===== config.mk =====
export PLATFORM = sky130hd
export DESIGN_NAME = note_envelope_ctrl
export DESIGN_NICKNAME = d
export VERILOG_FILES = /design/src/rtl/note_envelope_ctrl.sv
export SDC_FILE = /design/constraint.sdc
export NUM_CORES = 1
export LEC_CHECK = 0
export CORE_ASPECT_RATIO = 0.8
export CORE_MARGIN = 2
export CORE_UTILIZATION = 53
export DETAILED_ROUTE_END_ITERATION = 12
export PLACE_DENSITY = 0.81
export SLEW_MARGIN = 20
export SYNTH_ARGS = -nofsm -noshare
export SYNTH_HDL_FRONTEND = slang
export SYNTH_SLANG_ARGS = --single-unit

===== constraint.sdc =====
create_clock -name clk -period 6.4 [get_ports clk]
set_clock_uncertainty 0.2 [all_clocks]
set_input_delay 0.96 -clock clk [delete_from_list [all_inputs] [get_ports clk]]
set_output_delay 0.96 -clock clk [all_outputs]
set_load 0.05 [all_outputs]

===== src/rtl/note_envelope_ctrl.sv =====
// note_envelope_ctrl: ADSR envelope generator driven by single-cycle CPU
// command strobes. The envelope advances once per sample tick. In SUSTAIN it
// tracks sustain_level every cycle. Every output is registered.
module note_envelope_ctrl #(
  parameter int          ENV_WIDTH = 12,
  parameter int unsigned ENV_MAX   = 4095
) (
  input  logic                 clk,
  input  logic                 rst,
  input  logic                 note_start,
  input  logic                 note_release,
  input  logic                 note_reset,
  input  logic                 sample_tick,
  input  logic [ENV_WIDTH-1:0] attack_step,
  input  logic [ENV_WIDTH-1:0] decay_step,
  input  logic [ENV_WIDTH-1:0] sustain_level,
  input  logic [ENV_WIDTH-1:0] release_step,
  output logic [ENV_WIDTH-1:0] envelope,
  output logic                 note_active,
  output logic                 note_finished,
  output logic                 accum_reset,
  output logic [2:0]           state
);

  typedef enum logic [2:0] {
    ST_IDLE     = 3'd0,
    ST_ATTACK   = 3'd1,
    ST_DECAY    = 3'd2,
    ST_SUSTAIN  = 3'd3,
    ST_RELEASE  = 3'd4,
    ST_FINISHED = 3'd5
  } env_state_t;

  localparam logic [ENV_WIDTH-1:0] MAX_V   = ENV_WIDTH'(ENV_MAX);
  localparam logic [ENV_WIDTH:0]   MAX_W   = (ENV_WIDTH+1)'(ENV_MAX);
  localparam logic [ENV_WIDTH-1:0] ZERO_V  = {ENV_WIDTH{1'b0}};
  localparam logic [ENV_WIDTH:0]   ZERO_W  = {(ENV_WIDTH+1){1'b0}};

  env_state_t           state_r;
  env_state_t           state_nxt_s;
  logic [ENV_WIDTH-1:0] envelope_r;
  logic [ENV_WIDTH-1:0] envelope_nxt_s;
  logic                 note_active_r;
  logic                 note_finished_r;
  logic                 accum_reset_r;

  // One extra bit keeps the attack sum and the decay/release differences
  // free of wrap-around, so saturation is decided on the true value.
  logic        [ENV_WIDTH:0] attack_sum_s;
  logic signed [ENV_WIDTH:0] decay_diff_s;
  logic signed [ENV_WIDTH:0] release_diff_s;
  logic signed [ENV_WIDTH:0] sustain_w_s;

  assign attack_sum_s   = {1'b0, envelope_r} + {1'b0, attack_step};
  assign decay_diff_s   = $signed({1'b0, envelope_r}) - $signed({1'b0, decay_step});
  assign release_diff_s = $signed({1'b0, envelope_r}) - $signed({1'b0, release_step});
  assign sustain_w_s    = $signed({1'b0, sustain_level});

  // Next-state and next-envelope decode with command priority reset > start > release > tick.
  always_comb begin
    state_nxt_s    = state_r;
    envelope_nxt_s = envelope_r;
    if (note_reset) begin
      state_nxt_s    = ST_IDLE;
      envelope_nxt_s = ZERO_V;
    end else if (note_start) begin
      // Retrigger ramps from the current level to avoid an audible click.
      state_nxt_s    = ST_ATTACK;
      envelope_nxt_s = envelope_r;
    end else if (note_release &&
                 ((state_r == ST_ATTACK) || (state_r == ST_DECAY) || (state_r == ST_SUSTAIN))) begin
      state_nxt_s    = ST_RELEASE;
      envelope_nxt_s = envelope_r;
    end else begin
      case (state_r)
        ST_IDLE: begin
          envelope_nxt_s = ZERO_V;
        end
        ST_ATTACK: begin
          if (sample_tick) begin
            if ((attack_step == ZERO_V) || (attack_sum_s >= MAX_W)) begin
              envelope_nxt_s = MAX_V;
              state_nxt_s    = ST_DECAY;
            end else begin
              envelope_nxt_s = attack_sum_s[ENV_WIDTH-1:0];
            end
          end else begin
            envelope_nxt_s = envelope_r;
          end
        end
        ST_DECAY: begin
          if (sample_tick) begin
            if ((decay_step == ZERO_V) || (decay_diff_s <= sustain_w_s)) begin
              envelope_nxt_s = sustain_level;
              state_nxt_s    = ST_SUSTAIN;
            end else begin
              envelope_nxt_s = decay_diff_s[ENV_WIDTH-1:0];
            end
          end else begin
            envelope_nxt_s = envelope_r;
          end
        end
        ST_SUSTAIN: begin
          // Follows the register every cycle so CPU edits are heard at once.
          envelope_nxt_s = sustain_level;
        end
        ST_RELEASE: begin
          if (sample_tick) begin
            if ((release_step == ZERO_V) || (release_diff_s <= $signed(ZERO_W))) begin
              envelope_nxt_s = ZERO_V;
              state_nxt_s    = ST_FINISHED;
            end else begin
              envelope_nxt_s = release_diff_s[ENV_WIDTH-1:0];
            end
          end else begin
            envelope_nxt_s = envelope_r;
          end
        end
        ST_FINISHED: begin
          envelope_nxt_s = ZERO_V;
        end
        default: begin
          state_nxt_s    = ST_IDLE;
          envelope_nxt_s = ZERO_V;
        end
      endcase
    end
  end

  // State, envelope and status flags; flags decode the next state so they move with it.
  always_ff @(posedge clk or posedge rst) begin
    if (rst) begin
      state_r         <= ST_IDLE;
      envelope_r      <= ZERO_V;
      note_active_r   <= 1'b0;
      note_finished_r <= 1'b0;
      accum_reset_r   <= 1'b1;
    end else begin
      state_r         <= state_nxt_s;
      envelope_r      <= envelope_nxt_s;
      note_active_r   <= (state_nxt_s == ST_ATTACK) || (state_nxt_s == ST_DECAY) ||
                         (state_nxt_s == ST_SUSTAIN) || (state_nxt_s == ST_RELEASE);
      note_finished_r <= (state_nxt_s == ST_FINISHED);
      accum_reset_r   <= (state_nxt_s == ST_IDLE) || (state_nxt_s == ST_FINISHED);
    end
  end

  assign envelope      = envelope_r;
  assign note_active   = note_active_r;
  assign note_finished = note_finished_r;
  assign accum_reset   = accum_reset_r;
  assign state         = state_r;

endmodule


# Yosys cells after proc, flatten, opt, wreduce, memory -nomap -nowiden
# Index checks and enable logic that the tools add are counted.
[totals]
output_inout_bits = 18
in_bits = 54
elab_cells = 63
register_bits = 18
[classes]
addsub = 3
n_mux = 20
n_reduce_logical = 17
n_lt_le_gt_ge = 3
n_eq_ne = 15
[ops]
columns = ["op", "count"]
rows = [
  ["$mux W12", 9],
  ["$pmux W12 S4", 1],
  ["$logic_not A12 Y1", 3],
  ["$mux W3", 9],
  ["$sub A12 B12 Y13", 2],
  ["$add A12 B12 Y13", 1],
  ["$ge A13 B12 Y1 const B", 1],
  ["$le A13 B1 Y1 const B", 1],
  ["$le A13 B13 Y1", 1],
  ["$eq A3 B2 Y1 const B", 4],
  ["$eq A3 B3 Y1 const B", 4],
  ["$pmux W3 S4", 1],
  ["$logic_or A1 B1 Y1", 9],
  ["$ne A3 B3 Y1 const B", 3],
  ["$eq A3 B1 Y1 const B", 2],
  ["$logic_not A3 Y1", 2],
  ["$reduce_and A5 Y1", 1],
  ["$reduce_or A3 Y1", 1],
  ["$ne A2 B1 Y1 const B", 1],
  ["$ne A2 B2 Y1 const B", 1],
  ["$logic_and A1 B1 Y1", 1],
]

# Logic depth before layout (Yosys ltp)
[logic_depth]
word_depth = 13
ltp_mapped = 22
depth_no_buf = 20

# Worst setup path after synthesis
# No wires, ideal clock.
[synth_path]
path_kind = "input to register"
start = "in decay_step[0]"
end = "reg envelope_r[1], in the netlist envelope[1]"
setup_ns = 0.132
t_arrival_ns = 4.647
required_ns = 6.068
path_slack_ns = 1.421
path_stages = 19
path_buffers = 2
cell_sequence = "ha_1 > inv_1 > fa_1 > a211oi_1 > o21ai_1 > a31oi_1 > o21bai_1 > a21oi_1 > xnor2_1 > ha_1 > or4_1 > a221o_1 > o211ai_1 > or2_1 > buf_2 > buf_4 > mux2_1 > a221oi_1 > o21ai_1"
[synth_via]
elab_chain_cells = 9
word_cells_on_any_way = 10
classes_between = "add/sub (1); order compare (1); mux (6); reduce/logical (2)"
[synth_rtl]
columns = ["item", "line_no", "text"]
rows = [
  ["start, declared", "15", "input logic [ENV_WIDTH-1:0] decay_step,"],
  ["$sub A12 B12 Y13", "55", "assign decay_diff_s = $signed({1'b0, envelope_r}) - $signed({1'b0, decay_step});"],
  ["$le A13 B13 Y1", "93", "if ((decay_step == ZERO_V) || (decay_diff_s <= sustain_w_s)) begin"],
  ["$logic_or A1 B1 Y1", "93", ""],
  ["$mux W12 *", "93", ""],
  ["$mux W12 *", "92", "if (sample_tick) begin"],
  ["$pmux W12 S4 *", "75", "case (state_r)"],
  ["$mux W12 *", "70", "end else if (note_release &&"],
  ["$mux W12 *", "66", "end else if (note_start) begin"],
  ["$mux W12 *", "63", "if (note_reset) begin"],
  ["end signal, assigned", "140", "envelope_r <= envelope_nxt_s;"],
  ["end, declared", "41", "logic [ENV_WIDTH-1:0] envelope_r;"],
]
# Mark *: on every way between the ends. The rest lies on a longest branch, timed or not. The select of a mux whose other input is x is not followed.
# A chain may end at the register's enable or synchronous reset.

# Final worst setup path
[layout_path]
start = "in decay_step[0]"
end = "reg envelope_r[8], in the netlist envelope[8]"
# Same word-level chain as after synthesis.

==> summary.txt <==
STA
  • Setup TNS Final: 0 ns
  • Worst slew margin relative to its limit: 0.388
  • Setup violation total in the final timing report: 0
  • Peak Freq: 0.172 GHz
  • Final Hold Viols: 0
  • Worst-Margin Slew: 0.906 ns
  • Fin crit share: 0.907
  • Fin crit period: 5.80 ns
  • Unrepaired setup endpoints after global routing: false
  • Number of pins exceeding their max-slew limit in the final report: 0

Power and ir drop
  • Worst vdd rail ir drop: 0.0766 mV
  • Ratio of total power to cell area: 103 nW/um^2
  • Leakage: 1.91 nW
  • Cell-internal power: 272 uW
  • Switching power as a share of total power: 0.382
  • Part of the power in registers: 0.281
  • Logic pwr share: 0.502
  • Sw Pwr: 168 uW
  • Clk network pwr share: 0.217

Critical path
  • Top delay family on crit path: compound AO/OA/AOI/OAI gates
  • Startpoint of the lowest-slack register-to-register path: envelope[1]
  • Largest fanout of any net on the critical path: 13
  • CP endpoint kind: flop
  • Data required time of the critical path: 6.32 ns
  • Data arrival at the endpoint of the critical path: 5.73 ns
  • Reg2reg setup slack: 1.24 ns
  • Cell mode on critical path: ha_1
  • WP buf/inv: 2
  • Reg2Reg Capture Point: envelope[8]
  • Type of the setup path with the least slack: in2reg
  • Series of cell instances along the critical path: clkdlybuf4s50_1 > ha_1 > inv_1 > fa_1 > a211oi_1 > o21ai_1 > a31oi_1 > o21bai_1 > a21oi_1 > xnor2_1 > ha_1 > or4_1 > a221o_1 > o211ai_1 > or2_1 > mux2_2 > a221oi_1 > o21ai_0
  • Master of the slowest instance on the critical path: or4_1
  • Worst Reg-to-Reg Cells: 17
  • Startpoint class of the critical path: primary input
  • Delay contributed by the slowest stage of the critical path: 0.51 ns

Drt
  • Length of routed met3 wiring: 924 um
  • Final wirelength: 10,500 um
  • Routed via count divided by cell count: 6.24
  • Final antenna-violating net count: 0
  • DRC violations left: 0
  • Starting DRC count in detailed routing: 232
  • Vias post-DR: 3,808
  • Met1 routed wirelength after detailed routing: 4720 um
  • Average routed wire per standard cell: 17.1 um
  • 1st-pass router iterations: 5
  • Top routing layer in use: met4
  • Detailed-routed wire length on met2: 4590 um

Place
  • Weighted congestion at the end of routability-driven global placement: 0.947
  • HPWL Detailed: 8710 um
  • Port Buffer Count: 71
  • Placement-stage cell area: 4230 sq um

Global route
  • Vias in the first global route: 3,565
  • Pin count of the biggest net entering global routing: 19
  • Global-route wire length before repair: 17,200 um
  • Total congestion overflow after global routing: 0
  • Aggregate global-route resource usage: 0.295
  • Number of antenna violations at the first check in global routing: 0

Logic synthesis
  • Combinational family with the most area after synthesis: compound AO/OA/AOI/OAI gates
  • Mux contribution to synthesized area: 0.0355
  • Most instantiated flip-flop cell in the synthesis netlist: dfrtp_1
  • Cell type with the highest aggregate area in the netlist: ha_1
  • Sequential fraction of the synthesis area: 0.131
  • Synthesized flop and latch total: 18
  • Number of cells produced by synthesis: 459
  • Post-Syn Nets: 564
  • Xor/xnor cell area share of the yosys netlist: 0.0482
  • Area fraction in compound gates after synthesis: 0.307
  • Proportion of netlist area held by the largest area contributor: 0.174
  • Post-synth cell types: 70
  • Synthesized-area fraction occupied by adder cells: 0.192
  • Number of enable-type register cells in the synthesized netlist: 0
  • Cell Area, Synth: 3450 sq um
  • Average size of a mapped cell: 7.52 sq um
  • Async SR Flop Fraction: 1.00
  • Cell types occupying the most area after synthesis: ha_1, dfrtp_1, inv_1
  • Post-Synth Simple-Gate Area: 0.211
  • Yosys warns: 0

CTS
  • H-Tree Level Count: 1
  • Post-CTS Setup Inserts: 0
  • Later-pin clock latency in the skew report: 0.26 ns
  • Clock tree from TritonCTS: built
  • Total of hold buffers inserted after clock tree synthesis: 0
  • Clock sink count: 18
  • Clock transition at the registers of the reported paths: 0.07 ns
  • Inserted Clock Buffers: 3
  • Clk buf depth: 2
  • Clock Tree Root: clkbuf_8
  • Gates resized, CTS repair: 0

Die
  • Width of the die: 94.2 um
  • Count of pins on the block boundary: 72
  • Core region area: 6340 sq um
  • Die ar.: 7170 sq um
  • Die Ht: 76.2 um
  • Effective utilization at floorplan: 0.544
  • Cell row count: 26

Cells and area
  • Number of nets in the layout: 632
  • Summed area of non-filler cells in the final layout: 4280 sq um
  • Area growth, synth to finish: 24.2%
  • Layout cell share with drive strength beyond 1: 0.0361
  • Diode count: 0

Hold path
  • Hold Path End: envelope[0]
  • Type of the worst min-delay path: reg2reg
  • Worst hold start: envelope[0]
  • Number of stages on the worst hold path: 2

Status
  • Status: completed

Flow run
  • MaxCap Viol Count: 0
worst max-delay path by stage:
stage          cells after the start           to           from
3_3_place_gp                      18  envelope[8]  decay_step[0]
5_1_grt                           18  envelope[8]  decay_step[0]
6_report                          18  envelope[8]  decay_step[0]
4_1_cts                           18  envelope[8]  decay_step[0]
3_5_place_dp                      18  envelope[8]  decay_step[0]
2_1_floorplan                     19  envelope[1]  decay_step[0]
cells in the final DEF, fill, tap and decap left out, types with 4 or more instances in the layout:
| cell type | Yosys | layout |
|---|---|---|
| clkdlybuf4s50_1 | 0 | 71 |
| a31oi_1 | 8 | 8 |
| xor2_1 | 6 | 6 |
| a21oi_1 | 31 | 31 |
| o21bai_1 | 4 | 4 |
| mux2_1 | 9 | 9 |
| dfrtp_1 | 17 | 17 |
| o211ai_1 | 5 | 5 |
| nand3_1 | 8 | 8 |
| nand2b_1 | 5 | 5 |
| nor2_1 | 34 | 34 |
| ha_1 | 48 | 48 |
| o31ai_1 | 4 | 4 |
| or3_1 | 4 | 4 |
| inv_1 | 59 | 59 |
| nor2b_1 | 6 | 6 |
| nor3_1 | 8 | 8 |
| o21ai_0 | 21 | 21 |
| a211oi_1 | 6 | 6 |
| nand4_1 | 6 | 6 |
| xnor2_1 | 13 | 13 |
| o21a_1 | 7 | 7 |
| nor4_1 | 13 | 13 |
| a21o_1 | 4 | 4 |
| nand2_1 | 34 | 34 |
| a221oi_1 | 10 | 10 |
| clkbuf_8 | 0 | 4 |
| o21ai_1 | 19 | 19 |
| or4_1 | 4 | 4 |
final cells by class:
| class | count | area (sq um) |
|---|---|---|
| clock buffers | 4 | 55.1 |
| well taps | 84 | 105 |
| inverters | 60 | 225 |
| multi-input cells | 373 | 2740 |
| fillers | 555 | 2060 |
| repair buffers | 71 | 711 |
| flip-flops and latches | 18 | 452 |
state kept, by name, summed over array words and instances, names as in the netlist:
signal         count
envelope          12
note_active        1
note_finished      1
accum_reset        1
state              3
logic make-up after synthesis:
| group | Yosys count |
|---|---|
| AOI/OAI and AO/OA | 151 |
| DFF | 18 |
| adders and majority gates | 51 |
| buffers and inverters | 68 |
| muxes | 11 |
| and+or+nand+nor | 141 |
| xor gates and xnor gates | 19 |
cells in the mapped netlist (9+ instances only):
library cell and n:
ha_1 48, o21ai_1 19, inv_1 59, xnor2_1 13, o21ai_0 21, nor4_1 13
nand2_1 34, mux2_1 9, dfrtp_1 17, a221oi_1 10, a21oi_1 31, nor2_1 34
metal layers:
layer	vias to the layer above	track usage
met3	18	0.0198
met5	-	0
met1	1770	0.425
met4	0	0.0812
met2	166	0.475
li1	1854	-
tightest hold or removal path, cell delays in order, from the launching register on:
cell and delay [ns]:
dfrtp_1 0.40, nand2_1 0.06, o21ai_1 0.07
power groups by stage:
stage | clock (mW) | sequential [mW] | combinational (mW)
detailed placement | 0 | 0.125 | 0.217
CTS | 0.0967 | 0.123 | 0.219
finish | 0.0955 | 0.123 | 0.221
global route | 0.101 | 0.124 | 0.243
global placement | 0 | 0.125 | 0.214
floorplan | 0 | 0.135 | 0.126
stage by stage:
step                cells  hold slack, ns   util  setup slack, ns  total power, mW
global placement      606           0.333  0.667            0.544            0.339
global route          610           0.429  0.675            0.263            0.468
floorplan             459           0.574      -             1.42            0.262
finish                610           0.378  0.675            0.596            0.440
CTS                   610           0.374  0.675            0.630            0.438
detailed placement    606           0.352  0.667            0.372            0.342
Note: power is estimated with default switching activity, not from simulation.
